<file path="src/rtl/cordic_ci_sequencer.sv">
// cordic_ci_sequencer
// Multi-cycle Nios II custom-instruction front end for the shared iterative
// cosine CORDIC core. The float operand is converted to unsigned fixed point
// (FRAC_W fractional bits), issued to the core over a start/done handshake,
// supervised with a timeout, and the result is returned with a done pulse.
//
// Ports:
//   clock, reset      clock and synchronous active-high reset
//   clk_en            global enable; all registers hold while low
//   start, dataa      custom-instruction start pulse and IEEE-754 operand
//   done, result      one-cycle done pulse and {err, sign-ext core result}
//   core_start        one-cycle issue pulse to the CORDIC core
//   core_angle        fixed-point angle, stable from ISSUE until completion
//   core_done         core completion pulse (only honoured in WAIT)
//   core_result       core output, sampled with core_done
//
// Build option: define CORDIC_SEQ_CACHE_EN to add a one-entry result cache
// that answers a repeated operand without running the core.
//
// state    | meaning
// ---------+--------------------------------------------------------------
// IDLE     | waiting for start; operand latched on start
// CONVERT  | float-to-fixed conversion registered into core_angle
// ISSUE    | core_start high, timeout counter cleared
// WAIT     | waiting for core_done or timeout
// DONE     | done high for one cycle with result

module cordic_ci_sequencer #(
    parameter int FRAC_W  = 13,
    parameter int RES_W   = 21,
    parameter int TIMEOUT = 64
) (
    input  logic                clock,
    input  logic                reset,
    input  logic                clk_en,
    input  logic                start,
    input  logic [31:0]         dataa,
    output logic                done,
    output logic [31:0]         result,
    output logic                core_start,
    output logic [8+FRAC_W-1:0] core_angle,
    input  logic                core_done,
    input  logic [RES_W-1:0]    core_result
);

    localparam int AW    = 8 + FRAC_W;
    localparam int CNT_W = $clog2(TIMEOUT + 1);

    typedef enum logic [2:0] {
        S_IDLE,
        S_CONVERT,
        S_ISSUE,
        S_WAIT,
        S_DONE
    } state_t;

    state_t             state_q, state_d;
    logic [31:0]        op_q, op_d;
    logic [AW-1:0]      angle_q, angle_d;
    logic               core_start_q, core_start_d;
    logic               done_q, done_d;
    logic [31:0]        result_q, result_d;
    logic [CNT_W-1:0]   cnt_q, cnt_d;
    logic [CNT_W-1:0]   cnt_inc;
    logic [AW-1:0]      conv_angle;
    logic [31:0]        core_fmt;

`ifdef CORDIC_SEQ_CACHE_EN
    logic               cache_vld_q, cache_vld_d;
    logic [31:0]        cache_op_q, cache_op_d;
    logic [31:0]        cache_res_q, cache_res_d;
`endif

    // Float to fixed. Exponents >= 135 mean the value is >= 256.0, so the
    // remaining normal range always right-shifts {m, FRAC_W zeros} and the
    // result fits in AW bits; shifts past the width give zero.
    logic [7:0]         conv_exp;
    logic [7:0]         conv_sh;
    logic [23+FRAC_W:0] conv_scaled;

    always_comb begin
        conv_exp    = op_q[30:23];
        conv_sh     = 8'(127 + 23) - conv_exp;
        conv_scaled = {1'b1, op_q[22:0], {FRAC_W{1'b0}}};
        if (conv_exp == 8'd0) begin
            conv_angle = '0;
        end else if (conv_exp == 8'hFF && op_q[22:0] != 23'd0) begin
            conv_angle = '1;
        end else if (op_q[31]) begin
            conv_angle = '0;
        end else if (conv_exp >= 8'(127 + 8)) begin
            conv_angle = '1;
        end else begin
            conv_angle = AW'(conv_scaled >> conv_sh);
        end
    end

    assign core_fmt = {1'b0, {(31-RES_W){core_result[RES_W-1]}}, core_result};
    assign cnt_inc  = cnt_q + 1'b1;

    always_comb begin
        state_d      = state_q;
        op_d         = op_q;
        angle_d      = angle_q;
        core_start_d = 1'b0;
        done_d       = 1'b0;
        result_d     = result_q;
        cnt_d        = cnt_q;
`ifdef CORDIC_SEQ_CACHE_EN
        cache_vld_d  = cache_vld_q;
        cache_op_d   = cache_op_q;
        cache_res_d  = cache_res_q;
`endif
        case (state_q)
            S_IDLE: begin
                if (start) begin
                    op_d    = dataa;
                    state_d = S_CONVERT;
`ifdef CORDIC_SEQ_CACHE_EN
                    if (cache_vld_q && dataa == cache_op_q) begin
                        state_d  = S_DONE;
                        done_d   = 1'b1;
                        result_d = cache_res_q;
                    end
`endif
                end
            end
            S_CONVERT: begin
                angle_d      = conv_angle;
                core_start_d = 1'b1;
                state_d      = S_ISSUE;
            end
            S_ISSUE: begin
                cnt_d   = '0;
                state_d = S_WAIT;
            end
            S_WAIT: begin
                // core_done takes priority over a timeout in the same cycle
                if (core_done) begin
                    result_d = core_fmt;
                    done_d   = 1'b1;
                    state_d  = S_DONE;
`ifdef CORDIC_SEQ_CACHE_EN
                    cache_vld_d = 1'b1;
                    cache_op_d  = op_q;
                    cache_res_d = core_fmt;
`endif
                end else if (cnt_inc == CNT_W'(TIMEOUT - 1)) begin
                    result_d = 32'h8000_0000;
                    done_d   = 1'b1;
                    state_d  = S_DONE;
`ifdef CORDIC_SEQ_CACHE_EN
                    cache_vld_d = 1'b0;
`endif
                end else begin
                    cnt_d = cnt_inc;
                end
            end
            S_DONE: begin
                state_d = S_IDLE;
            end
            default: begin
                state_d = S_IDLE;
            end
        endcase
    end

    always_ff @(posedge clock) begin
        if (reset) begin
            state_q      <= S_IDLE;
            op_q         <= '0;
            angle_q      <= '0;
            core_start_q <= 1'b0;
            done_q       <= 1'b0;
            result_q     <= '0;
            cnt_q        <= '0;
`ifdef CORDIC_SEQ_CACHE_EN
            cache_vld_q  <= 1'b0;
            cache_op_q   <= '0;
            cache_res_q  <= '0;
`endif
        end else if (clk_en) begin
            state_q      <= state_d;
            op_q         <= op_d;
            angle_q      <= angle_d;
            core_start_q <= core_start_d;
            done_q       <= done_d;
            result_q     <= result_d;
            cnt_q        <= cnt_d;
`ifdef CORDIC_SEQ_CACHE_EN
            cache_vld_q  <= cache_vld_d;
            cache_op_q   <= cache_op_d;
            cache_res_q  <= cache_res_d;
`endif
        end
    end

    assign done       = done_q;
    assign result     = result_q;
    assign core_start = core_start_q;
    assign core_angle = angle_q;

endmodule

</file>
<file path="config.mk">
export PLATFORM = sky130hd
export DESIGN_NAME = cordic_ci_sequencer
export DESIGN_NICKNAME = d
export VERILOG_FILES = /design/src/rtl/cordic_ci_sequencer.sv
export SDC_FILE = /design/constraint.sdc
export NUM_CORES = 1
export LEC_CHECK = 0
export BUFFER_PORTS_ARGS = -buffer_cell sky130_fd_sc_hd__buf_4
export CORE_MARGIN = 2
export CORE_UTILIZATION = 35
export DETAILED_ROUTE_END_ITERATION = 8
export PLACE_DENSITY = 0.64
export SLEW_MARGIN = 20
export SYNTH_ARGS = -nofsm -noshare
export SYNTH_HDL_FRONTEND = slang
export SYNTH_SLANG_ARGS = --single-unit
export TNS_END_PERCENT = 5
</file>
<file path="constraint.sdc">
create_clock -name clock -period 5.31 [get_ports clock]
set_clock_uncertainty 0.1 [all_clocks]
set_input_delay 0.2655 -clock clock [delete_from_list [all_inputs] [get_ports clock]]
set_output_delay 0.2655 -clock clock [all_outputs]
set_load 0.05 [all_outputs]
</file>
Word-level counts from Yosys, hierarchy flattened
Cells that the tools add are included.
{"block": "op_classes", "addsub": 2, "order_cmp": 1, "n_eq_ne": 9, "shift": 1, "muxes": 17, "reduce_logical": 11}
{"op": "21-bit two-way mux", "n": 4}
{"op": "32-bit two-way mux", "n": 2}
{"op": "37-bit by 8-bit >> shifter with 21-bit output", "n": 1}
{"op": "23-bit nonzero test", "n": 1}
{"op": "7-bit two-way mux", "n": 2}
{"op": "7-bit case mux with 2 select lines", "n": 1}
{"op": "3-bit case mux with 4 select lines", "n": 1}
{"op": "3-bit two-way mux", "n": 3}
{"op": "3-bit AND reduction", "n": 3}
{"op": "8-bit == test, second input constant", "n": 1}
{"op": "8-bit greater-or-equal comparator, second input constant", "n": 1}
{"op": "8-bit zero test", "n": 1}
{"op": "8-bit subtractor, first input constant", "n": 1}
{"op": "7-bit by 1-bit adder with 7-bit output, second input constant", "n": 1}
{"op": "7-bit by 6-bit == test with 1-bit output, second input constant", "n": 1}
{"op": "3-bit by 2-bit == test with 1-bit output, second input constant", "n": 2}
{"op": "2-bit inequality test, second input constant", "n": 3}
{"op": "1-bit two-way mux", "n": 4}
{"op": "4-bit AND reduction", "n": 1}
{"op": "2-bit nonzero test", "n": 2}
{"op": "3-bit by 1-bit == test with 1-bit output, second input constant", "n": 1}
{"op": "3-bit zero test", "n": 1}
{"op": "3-bit inequality test, second input constant", "n": 1}
{"op": "2-bit AND reduction", "n": 1}
{"op": "1-bit logical AND", "n": 1}
{"block": "word_totals", "ff_bits": 97, "input_bits": 58, "out_inout_bits": 55, "elab_cells": 48}

Longest topological paths before layout
Gate-level depths: netlist (run 1).
{"block": "logic_depth", "word_depth": 6, "depth_mapped": 12}

Worst setup path after synthesis (run 1)
OpenSTA, ideal clock, no wires.
{"block": "synth_path", "path_kind": "reg-to-reg", "start": "reg op_q[23]", "end": "reg angle_q[2], in the netlist core_angle[2]", "arrival_ns": 2.658, "t_required_ns": 5.093, "path_slack_ns": 2.435, "stages_incl_launch_ff": 11, "n_path_buf": 4, "synth_period_minus_slack_ns": 2.875, "path_cell_list": "dfxtp_1 > buf_2 > buf_2 > inv_2 > ha_1 > buf_2 > clkbuf_1 > mux4_2 > a211oi_1 > o21ai_1 > a32o_1"}
{"block": "synth_between", "elab_chain_len": 6}
{"element": "from (decl)", "line_no": "58", "source": "logic [31:0] op_q, op_d;"}
{"element": "from (signal assigned)", "line_no": "184", "source": "op_q <= op_d;"}
{"element": "8-bit subtractor", "line_no": "83", "source": "conv_sh = 8'(127 + 23) - conv_exp;"}
{"element": "37-bit by 8-bit >> shifter with 21-bit output", "line_no": "94", "source": "conv_angle = AW'(conv_scaled >> conv_sh);"}
{"element": "21-bit two-way mux", "line_no": "91", "source": "end else if (conv_exp >= 8'(127 + 8)) begin"}
{"element": "21-bit two-way mux", "line_no": "89", "source": "end else if (op_q[31]) begin"}
{"element": "21-bit two-way mux", "line_no": "87", "source": "end else if (conv_exp == 8'hFF && op_q[22:0] != 23'd0) begin"}
{"element": "21-bit two-way mux *", "line_no": "85", "source": "if (conv_exp == 8'd0) begin"}
{"element": "to (signal assigned)", "line_no": "185", "source": "angle_q <= angle_d;"}
{"element": "to (decl)", "line_no": "59", "source": "logic [AW-1:0] angle_q, angle_d;"}
Every way passes the cells marked *; elsewhere a longest branch is shown, timed or not.
A chain may end at the register's enable or synchronous reset.

Worst setup path after layout (run 1)
{"block": "layout_path", "start": "reg op_q[23]", "end": "reg angle_q[8], in the netlist core_angle[8]"}
The elaborated chain is that of the path after synthesis.

==> metrics, run 1 <==
Final period util=0.617; largest cells by area after synthesis=dfxtp_1 (31%), mux2i_1 (8.1%), nand2_1 (7.0%); grt met3 use=0.0313; CP arrival=3.46 ns; Root Driver=clkbuf_16; leading area contributor after synthesis=dfxtp_1; gpl congestion=0.958; initial antenna violation count=0; Fin. Hold Viols=0; Clock Path Buffers=2; IO Count=113; r2r setup slk=2.03 ns; input/output buffers=112; Tmin final=3.28 ns; first-pass GRT wire length=27.6 mm; most common cell after layout, fill and taps aside=buf_4; ys flop type=dfxtp_1; TritonCTS Buffers=9; WHS Path Cells=3; DP Worst Slack=2.07 ns; largest net degree at the start of global routing=71; outcome=complete, no violations; CP Launch Type=register; max frequency=305 MHz; gr busiest metal=met2; Worst Hold Class=in2reg; sequential share of the synthesized area=0.307; Reg2Reg Capture Point=core_angle[8]; clk sinks=87; Post-CTS Setup Repair Bufs=0; met2 usage=0.306; gr ovfl total=0; # rows=46; Clock Latency Late Sink=0.36 ns; post-route ant nets=0; Die H=131 um; number of global-route vias before repair=5168; Syn-to-layout area delta=21.7%; Die ar.=17200 um^2; Initial Utilization=0.357; M1 GR Usage=0.272; Pleak=2.58 nW; setup TNS=0 ns; layout cell share with drive strength beyond 1=0.240; worst vdd ir=0.000147 V; Async S/R FF share, synth=0; DP HPWL=12.8 mm; kind of critical path=reg2reg; PwrDens=242 nW/um^2; H-Tree Depth=3; TritonCTS clock tree=built; DRT iter0 DRCs=368; ant diodes=0; #FFs+latches synth=87; core area=15900 um^2; min-delay src=dataa[3]; Post-Syn Nets=753; max-cap viol count=0; worst setup margin=2.03 ns; nets=827; Slew @ Worst Pin=1.10 ns; most frequent cells in the layout=buf_4 (121), nand2_1 (106), dfxtp_1 (86), a21oi_1 (60), mux2i_1 (46); unrepaired setup endpoints after global routing=no; Crit path required time=5.49 ns; Clk pin slew, worst setup/hold paths=0.07 ns; DRC=0; Die Wd=131 um; Vias/cell=5.60; Syn Inst Count=691; CP Capture Type=register; worst r2r src=op_q[23]; gr usage total=0.196; post-synth top area share=0.307; max_slew headroom=0.258; Cell variety after synth=69; Worst Path Max Fanout=10; final WL=17.2 mm; setup violators final=0; Hold EP=op_q[3]; hold_buf cts=0; worst r2r path cells=7; drt pass-1 iters=6; Final Max Tran Viols=0; Syn. warnings=0; CTS-repair resized insts=0; DR WL/cell=17.4 um; Post-synth EDFFs=0; Syn Area/Cell=8.20 um^2; via count=5522; Cell Area, Synth=5670 um^2
-- metal layers --
metal / share of wire / wire (um)
met5: 0 / 0
met2: 0.46 / 7870
met1: 0.47 / 8050
met3: 0.053 / 917
met4: 0.020 / 343
-- metrics by stage --
step           area, um^2  utilization  hold WS [ns]  instances  total power (W)
2_1_floorplan        5670            -         0.301        691         0.000899
3_3_place_gp         6580        0.414         0.346        970          0.00100
3_5_place_dp         6580        0.414         0.348        970         0.000998
4_1_cts              6900        0.434        0.0395        986          0.00168
5_1_grt              6900        0.434        0.0499        986          0.00174
6_report             6900        0.434        0.0461        986          0.00167
-- registers in the layout, summed over array words and instances, names as in the netlist --
signal      cells
cnt_q           7
core_angle     21
core_start      1
done            1
op_q           32
result         22
state_q         3
-- cell families after synthesis --
logic type      synth area share
xor+xnor                  0.0278
fa+ha+maj                0.00883
mux                        0.169
flops                      0.307
simple gates               0.214
buf+inv                   0.0572
compound gates             0.217
-- report_power, final --
group	internal (W)	total, W	switching [W]
clock network	0.000380	0.000683	0.000303
registers	0.000667	0.000697	0.0000305
logic	0.000122	0.000290	0.000168
-- worst max-delay path: stages, from the launching register on --
cell and delay (ns):
dfxtp_2 0.41, ha_1 0.50, nand2_1 0.23, nor3_1 0.40, o21ai_0 0.49, a211oi_1 0.66
o2111ai_1 0.20, o21ai_0 0.20
-- worst max path at each step --
stage                     startpoint        endpoint  slack [ns]  depth (start not counted)
after floorplan             op_q[23]   core_angle[2]        2.43                         10
after global placement      op_q[27]  core_angle[19]        2.13                          6
after detailed placement    op_q[23]  core_angle[20]        2.07                          7
after CTS                   op_q[23]  core_angle[20]        2.05                          7
after global routing        op_q[23]   core_angle[0]        1.77                          7
final                       op_q[23]   core_angle[8]        2.03                          7
-- area by class of cell --
| cell class | count | area, um^2 |
|---|---|---|
| timing repair buffer | 121 | 908 |
| tap | 216 | 270 |
| clock buffer | 9 | 225 |
| multi-input combinational | 536 | 3620 |
| fill | 1645 | 8990 |
| sequential | 87 | 1740 |
| clock inverter | 7 | 95.1 |
| inverter | 10 | 37.5 |
-- cells in the mapped netlist, drive strengths merged (10+ instances only) --
master	n
nand2	106
dfxtp	87
a21oi	60
mux2i	46
nor2	42
o21ai	37
buf	30
clkbuf	28
a22oi	23
nand3	20
nor3	19
mux2	16
mux4	14
nor4	13
inv	10
Note: power is estimated with default switching activity, not from simulation.
==> run 2: changes to the inputs <==
--- a/config.mk
+++ b/config.mk
@@ -5,11 +5,12 @@
 export SDC_FILE = /design/constraint.sdc
 export NUM_CORES = 1
 export LEC_CHECK = 0
+export ABC_AREA = 1
 export BUFFER_PORTS_ARGS = -buffer_cell sky130_fd_sc_hd__buf_4
 export CORE_MARGIN = 2
 export CORE_UTILIZATION = 35
 export DETAILED_ROUTE_END_ITERATION = 8
-export PLACE_DENSITY = 0.64
+export PLACE_DENSITY = 0.66
 export SLEW_MARGIN = 20
 export SYNTH_ARGS = -nofsm -noshare
 export SYNTH_HDL_FRONTEND = slang
==> constraint.sdc (replaced) <==
create_clock -name clock -period 2.7 [get_ports clock]
set_clock_uncertainty 0.1 [all_clocks]
set_input_delay 0.135 -clock clock [delete_from_list [all_inputs] [get_ports clock]]
set_output_delay 0.135 -clock clock [all_outputs]
set_load 0.05 [all_outputs]
==> run 2 against run 1 <==
Compared with the run above: combinational power grew to 4.3 times the previous value; count of clock-buffer cells in the layout stayed put; core utilization rose by 4.5 points; clock power up 93%; non-clock buffer count rose by 69; global-route usage increased by 1.2 points; via count grew 14%; critical path type unchanged.
==> metrics, run 2 <==
core area=15300 um^2 (-3.9%); H-Tree Depth=3 (unchanged); DP HPWL=11.7 mm (-8.1%); #FFs+latches synth=87 (unchanged); CP arrival=2.49 ns (-0.97 ns); gpl congestion=0.970 (+1.3%); first-pass GRT wire length=28.0 mm (+1.2%); most frequent cells in the layout=nand2_1 (307), nand3_1 (173), buf_4 (135), a21oi_1 (92), dfxtp_1 (87); setup TNS=0 ns (unchanged); Pleak=3.34 nW (+29%); Slew @ Worst Pin=0.749 ns (-0.352 ns); via count=6308 (+14%); DR WL/cell=13.4 um (-23%); post-route ant nets=0 (unchanged); Reg power frac=0.351 (-0.066); Finished Cell Area=7310 um^2 (+6.1%); post-synth top area share=0.318 (+0.0109); CP Capture Type=register; Vias/cell=5.04 (-10%); PwrDens=545 nW/um^2 (+120%); Clock Latency Late Sink=0.36 ns (about the same); DP Worst Slack=0.349 ns (-1.72 ns); max frequency=422 MHz (+38%); nets=1098 (+33%); initial antenna violation count=0 (unchanged); Cell Area, Synth=5480 um^2 (-3.4%); CP Depth=13 (+6); gr ovfl total=0 (unchanged); cell mode on critical path=nand2_1; drt pass-1 iters=5 (-1); ys flop type=dfxtp_1; max-cap viol count=0 (unchanged); setup violators final=0 (unchanged); max_slew headroom=0.500 (+0.242); CP delay by family, top=simple AND/OR/NAND/NOR gates; layout cell share with drive strength beyond 1=0.160 (-0.0798); Final Max Tran Viols=0 (unchanged); leading area contributor after synthesis=dfxtp_1; sw frac=0.360 (+0.0594); worst setup margin=0.329 ns (-1.70 ns); max incr delay on CP=0.39 ns (-0.27 ns); Syn-to-layout area delta=33.6%; Worst Path Max Fanout=23 (+13); WHS Path Cells=3 (unchanged); cell with the most instances after synthesis=nand2_1; clk sinks=87 (unchanged); worst vdd ir=0.000311 V (+110%); Tmin final=2.37 ns (-0.907 ns); Post-Place Cell Area=6470 um^2 (-1.6%); number of global-route vias before repair=5941 (+15%); P_sw=0.00143 W (+190%); final WL=16.8 mm (-2.1%); kind of critical path=reg2reg; Root Driver=clkbuf_16; sequential share of the synthesized area=0.318 (+0.0109); final core occ=0.479 (+0.0452); Syn Area/Cell=6.07 um^2 (-26%); CP Launch Type=register; largest cells by area after synthesis=dfxtp_1 (32%), nand2_1 (21%), nand3_1 (16%); Slowest-stage cell, CP=dfxtp_1; worst r2r path cells=13 (+6); Clk pin slew, worst setup/hold paths=0.07 ns (about the same); r2r setup slk=0.33 ns (-1.70 ns); Final period util=0.878 (+0.261); Die ar.=16700 um^2 (-3.3%); WP buf/inv=1 (+1); Int Pwr=0.00255 W (+120%); Fin. Hold Viols=0 (unchanged); most frequent cells after synthesis=nand2_1 (307), nand3_1 (173), a21oi_1 (92); Clock Path Buffers=2 (unchanged); Fill cells=1598 (-2.9%); largest net degree at the start of global routing=65 (-8.5%); # rows=45 (-2.2%); Async S/R FF share, synth=0 (unchanged); Largest Register=op_q; Die H=129 um (-1.7%); Syn. warnings=0 (unchanged); gr usage total=0.208 (+0.0116); Crit path required time=2.82 ns (-2.67 ns); Cell variety after synth=32 (-54%); DRC=0 (unchanged); DRT iter0 DRCs=376 (+2.2%); Post-Syn Nets=964 (+28%); Post-synth EDFFs=0 (unchanged); Worst Hold Class=in2reg; Initial Utilization=0.359 (+0.00195); Die Wd=129 um (-1.7%); ant diodes=0 (unchanged); clock power share=0.332 (-0.077); IO Count=113 (unchanged); max reg flops=32 (unchanged); outcome=complete, no violations; Syn Inst Count=902 (+31%); unrepaired setup endpoints after global routing=no; input/output buffers=112 (unchanged); Comb power frac=0.317 (+0.144); CTS-repair resized insts=0 (unchanged); TritonCTS clock tree=built; worst-path cell chain=ha_1, nand3_1, nor2_1, nand2_1, xor2_1, nand3_1, nand3_1, nand2_1, a31oi_1, nand2_1, buf_4, nand2_1, a21oi_1; TritonCTS Buffers=9 (unchanged); most common cell after layout, fill and taps aside=nand2_1
==> run 2: final timing paths <==
path	startpoint	to
worst min register to register	result[2]	result[2]
worst max register to register	cnt_q[0]	result[5]
worst min-delay path	dataa[23]	op_q[23]
worst max-delay path	cnt_q[0]	result[5]
==> run 2: layer usage <==
| metal | track usage | share of wire | up-vias |
|---|---|---|---|
| met5 | 0 | 0 | - |
| met4 | 0.0934 | 0.027 | 0 |
| met3 | 0.0355 | 0.046 | 39 |
| met2 | 0.354 | 0.48 | 174 |
| met1 | 0.259 | 0.45 | 2871 |
| li1 | - | - | 3224 |
==> run 2: kinds of logic (layout without fill, tap and decap cells) <==
| kind of cell | after synthesis | after routing | share of synthesized area |
|---|---|---|---|
| XOR/XNOR | 8 | 8 | 0.0128 |
| buffers and inverters | 127 | 266 | 0.103 |
| adder cells (fa/ha/maj) | 4 | 4 | 0.00914 |
| AO/OA/AOI/OAI | 148 | 148 | 0.138 |
| AND/OR/NAND/NOR | 528 | 528 | 0.419 |
| flip-flops | 87 | 87 | 0.318 |
==> run 2: area by class of cell <==
type | count | area (um^2) | share of cell area
inverter | 60 | 225 | 0.0308
sequential | 87 | 1740 | 0.238
clock buffer | 9 | 225 | 0.0308
multi-input combinational | 688 | 3190 | 0.436
timing repair buffer | 190 | 1580 | 0.217
clock inverter | 7 | 87.6 | 0.0120
tap | 211 | 264 | 0.0361
==> run 2: through the flow <==
stage	total power [W]	std cells	hold WS [ns]
5_1_grt	0.00423	1252	0.0574
6_report	0.00399	1252	0.0104
2_1_floorplan	0.00228	902	0.182
4_1_cts	0.00401	1252	0.0121
3_5_place_dp	0.00261	1183	0.305
3_3_place_gp	0.00262	1183	0.301
==> run 2: timing repair <==
item | CTS | global route
hold buffers | 53 | 0
buffers inserted | 0 | 0
endpoints found under the hold margin | 53 | 0
==> run 2: power groups by stage <==
stage                     clock, W  sequential, W  combinational [W]
after floorplan                  0        0.00145           0.000832
after global placement           0        0.00143            0.00119
after detailed placement         0        0.00143            0.00119
after CTS                  0.00136        0.00140            0.00125
after global routing       0.00140        0.00141            0.00143
final                      0.00132        0.00140            0.00126
==> run 2: worst min-delay path: stages <==
cell	delay (ns)
buf_4	0.07
o21ai_0	0.09
a21oi_1	0.12
==> run 3: changes to the inputs <==
--- a/config.mk
+++ b/config.mk
@@ -9,6 +9,7 @@
 export BUFFER_PORTS_ARGS = -buffer_cell sky130_fd_sc_hd__buf_4
 export CORE_MARGIN = 2
 export CORE_UTILIZATION = 35
+export CTS_BUF_LIST = sky130_fd_sc_hd__clkbuf_2
 export DETAILED_ROUTE_END_ITERATION = 8
 export PLACE_DENSITY = 0.66
 export SLEW_MARGIN = 20
==> run 3 against run 2 <==
Compared with the run above: first-iteration DRC count up 16%; non-clock buffer count rose by 27; largest cell class unchanged; cell count rose by 2.2%; sequential share of layout area decreased by 0.23 points; register-to-register slack is essentially flat; sequential cell count did not move; clock power is 42% lower; global-route usage rose by 0.67 points; total power fell by 14%.
==> metrics, run 3 (same netlist as run 2, synthesis figures left out) <==
Initial Utilization=0.359 (unchanged); most common cell after layout, fill and taps aside=nand2_1; P_sw=0.00138 W (-3.7%); ant diodes=0 (unchanged); IO Count=113 (unchanged); H-Tree Depth=3 (unchanged); post-route ant nets=0 (unchanged); max-cap viol count=0 (unchanged); Crit path required time=3.16 ns (+0.34 ns); outcome=complete, no violations; CP arrival=2.82 ns (+0.33 ns); Die ar.=16700 um^2 (unchanged); drt pass-1 iters=5 (unchanged); Largest Register=op_q; Slew @ Worst Pin=0.758 ns (+0.00873 ns); Pleak=3.32 nW (-0.59%); initial antenna violation count=0 (unchanged); Clock Latency Late Sink=0.64 ns (+0.28 ns); core area=15300 um^2 (unchanged); sw frac=0.401 (+0.0414); first-pass GRT wire length=28.9 mm (+3.4%); final WL=17.4 mm (+3.3%); r2r setup slk=0.34 ns (about the same); worst vdd ir=0.000247 V (-20%); unrepaired setup endpoints after global routing=no; max reg flops=32 (unchanged); DR WL/cell=13.6 um (+1.2%); Comb power frac=0.370 (+0.053); Int Pwr=0.00206 W (-19%); Clk pin slew, worst setup/hold paths=0.29 ns (+0.22 ns); DRC=0 (unchanged); clock power share=0.223 (-0.109); kind of critical path=reg2reg; most frequent cells in the layout=nand2_1 (307), nand3_1 (173), buf_4 (136), a21oi_1 (92), dfxtp_1 (85); Root Driver=clkbuf_2; max frequency=424 MHz (+0.51%); TritonCTS Buffers=9 (unchanged); setup TNS=0 ns (unchanged); TritonCTS clock tree=built; DP HPWL=11.7 mm (unchanged); number of global-route vias before repair=6177 (+4.0%); CP Launch Type=register; # rows=45 (unchanged); clk sinks=87 (unchanged); fin cells=1279 (+2.2%); PwrDens=465 nW/um^2 (-15%); nets=1125 (+2.5%); Final Max Tran Viols=0 (unchanged); gpl congestion=0.970 (unchanged); Reg power frac=0.407 (+0.056); input/output buffers=112 (unchanged); Tmin final=2.36 ns (-0.0119 ns); Syn-to-layout area delta=35.3%; CP Capture Type=register; Clock Path Buffers=2 (unchanged); layout cell share with drive strength beyond 1=0.160 (-0.000310); gr ovfl total=0 (unchanged); via count=6442 (+2.1%); largest net degree at the start of global routing=65 (unchanged); Final period util=0.874 (-0.00442); DRT iter0 DRCs=436 (+16%); # placed instances=1183 (unchanged); Fin. Hold Viols=0 (unchanged); Worst Hold Class=in2reg; max_slew headroom=0.494 (-0.00583); Worst Path Max Fanout=37 (+61%); Vias/cell=5.04 (about the same); Die Wd=129 um (unchanged); setup violators final=0 (unchanged); gr usage total=0.215 (+0.00671); Die H=129 um (unchanged)
-- run 3: cell count changes in the layout (fill, tap and decap cells not counted), sizes merged --
cell	delta
dlygate4sd3	+26
buf	+1
-- run 3: layout make-up --
type	instances	area [um^2]
fill	1578	7850
sequential	87	1750
clock buffer	9	45.0
inverter	60	225
clock inverter	7	87.6
timing repair buffer	217	1850
tap	211	264
multi-input combinational	688	3190
-- run 3: final timing paths --
path | depth (start not counted) | to | from
max | 17 | core_angle[16] | op_q[28]
min | 4 | op_q[21] | dataa[21]
max reg2reg | 17 | core_angle[16] | op_q[28]
min reg2reg | 2 | result[15] | result[15]
-- run 3: worst max-delay path, cell delays in order (launching register included) --
cell and delay [ns]:
dfxtp_1 0.49, nor2_2 0.10, nand2_1 0.10, nand3_2 0.10
nand2_4 0.11, buf_12 0.18, nand2_1 0.09, nand2_1 0.07
nand3_1 0.08, nand3_1 0.16, nand3_1 0.16, a21oi_1 0.15
nand2_1 0.07, nand2_1 0.06, nand2_1 0.06, nand2_1 0.09
nand2_1 0.05, a21oi_1 0.11
-- run 3: timing repair --
| item | 4_1_cts | 5_1_grt |
|---|---|---|
| setup endpoints to repair | 0 | 5 |
| resized for setup | 0 | 4 |
| endpoints found under the hold margin | 75 | 0 |
| setup buffers | 0 | 1 |
| hold buffers | 80 | 0 |
-- run 3: routing by layer --
metal  global-route usage  share of wire  routed length (um)
met1                0.264           0.44                7600
met2                0.375           0.49                8590
met3               0.0347          0.045                 778
met4               0.0850          0.023                 401
met5                    0              0                   0
-- run 3: power by group through the flow --
| stage | combinational (W) | clock, W | sequential, W |
|---|---|---|---|
| global placement | 0.00119 | 0 | 0.00143 |
| global route | 0.00144 | 0.000834 | 0.00141 |
| detailed placement | 0.00119 | 0 | 0.00143 |
| CTS | 0.00126 | 0.000792 | 0.00140 |
| floorplan | 0.000832 | 0 | 0.00145 |
| finish | 0.00127 | 0.000766 | 0.00140 |
-- run 3: per-stage QoR --
step	util	setup WS [ns]	total power, W	hold WS [ns]	instance area [um^2]
2_1_floorplan	-	0.0600	0.00228	0.182	5480
3_3_place_gp	0.424	0.358	0.00262	0.301	6470
3_5_place_dp	0.424	0.349	0.00261	0.305	6470
4_1_cts	0.485	0.0101	0.00346	0.153	7400
5_1_grt	0.485	0.0555	0.00369	0.204	7410
6_report	0.485	0.341	0.00344	0.204	7410
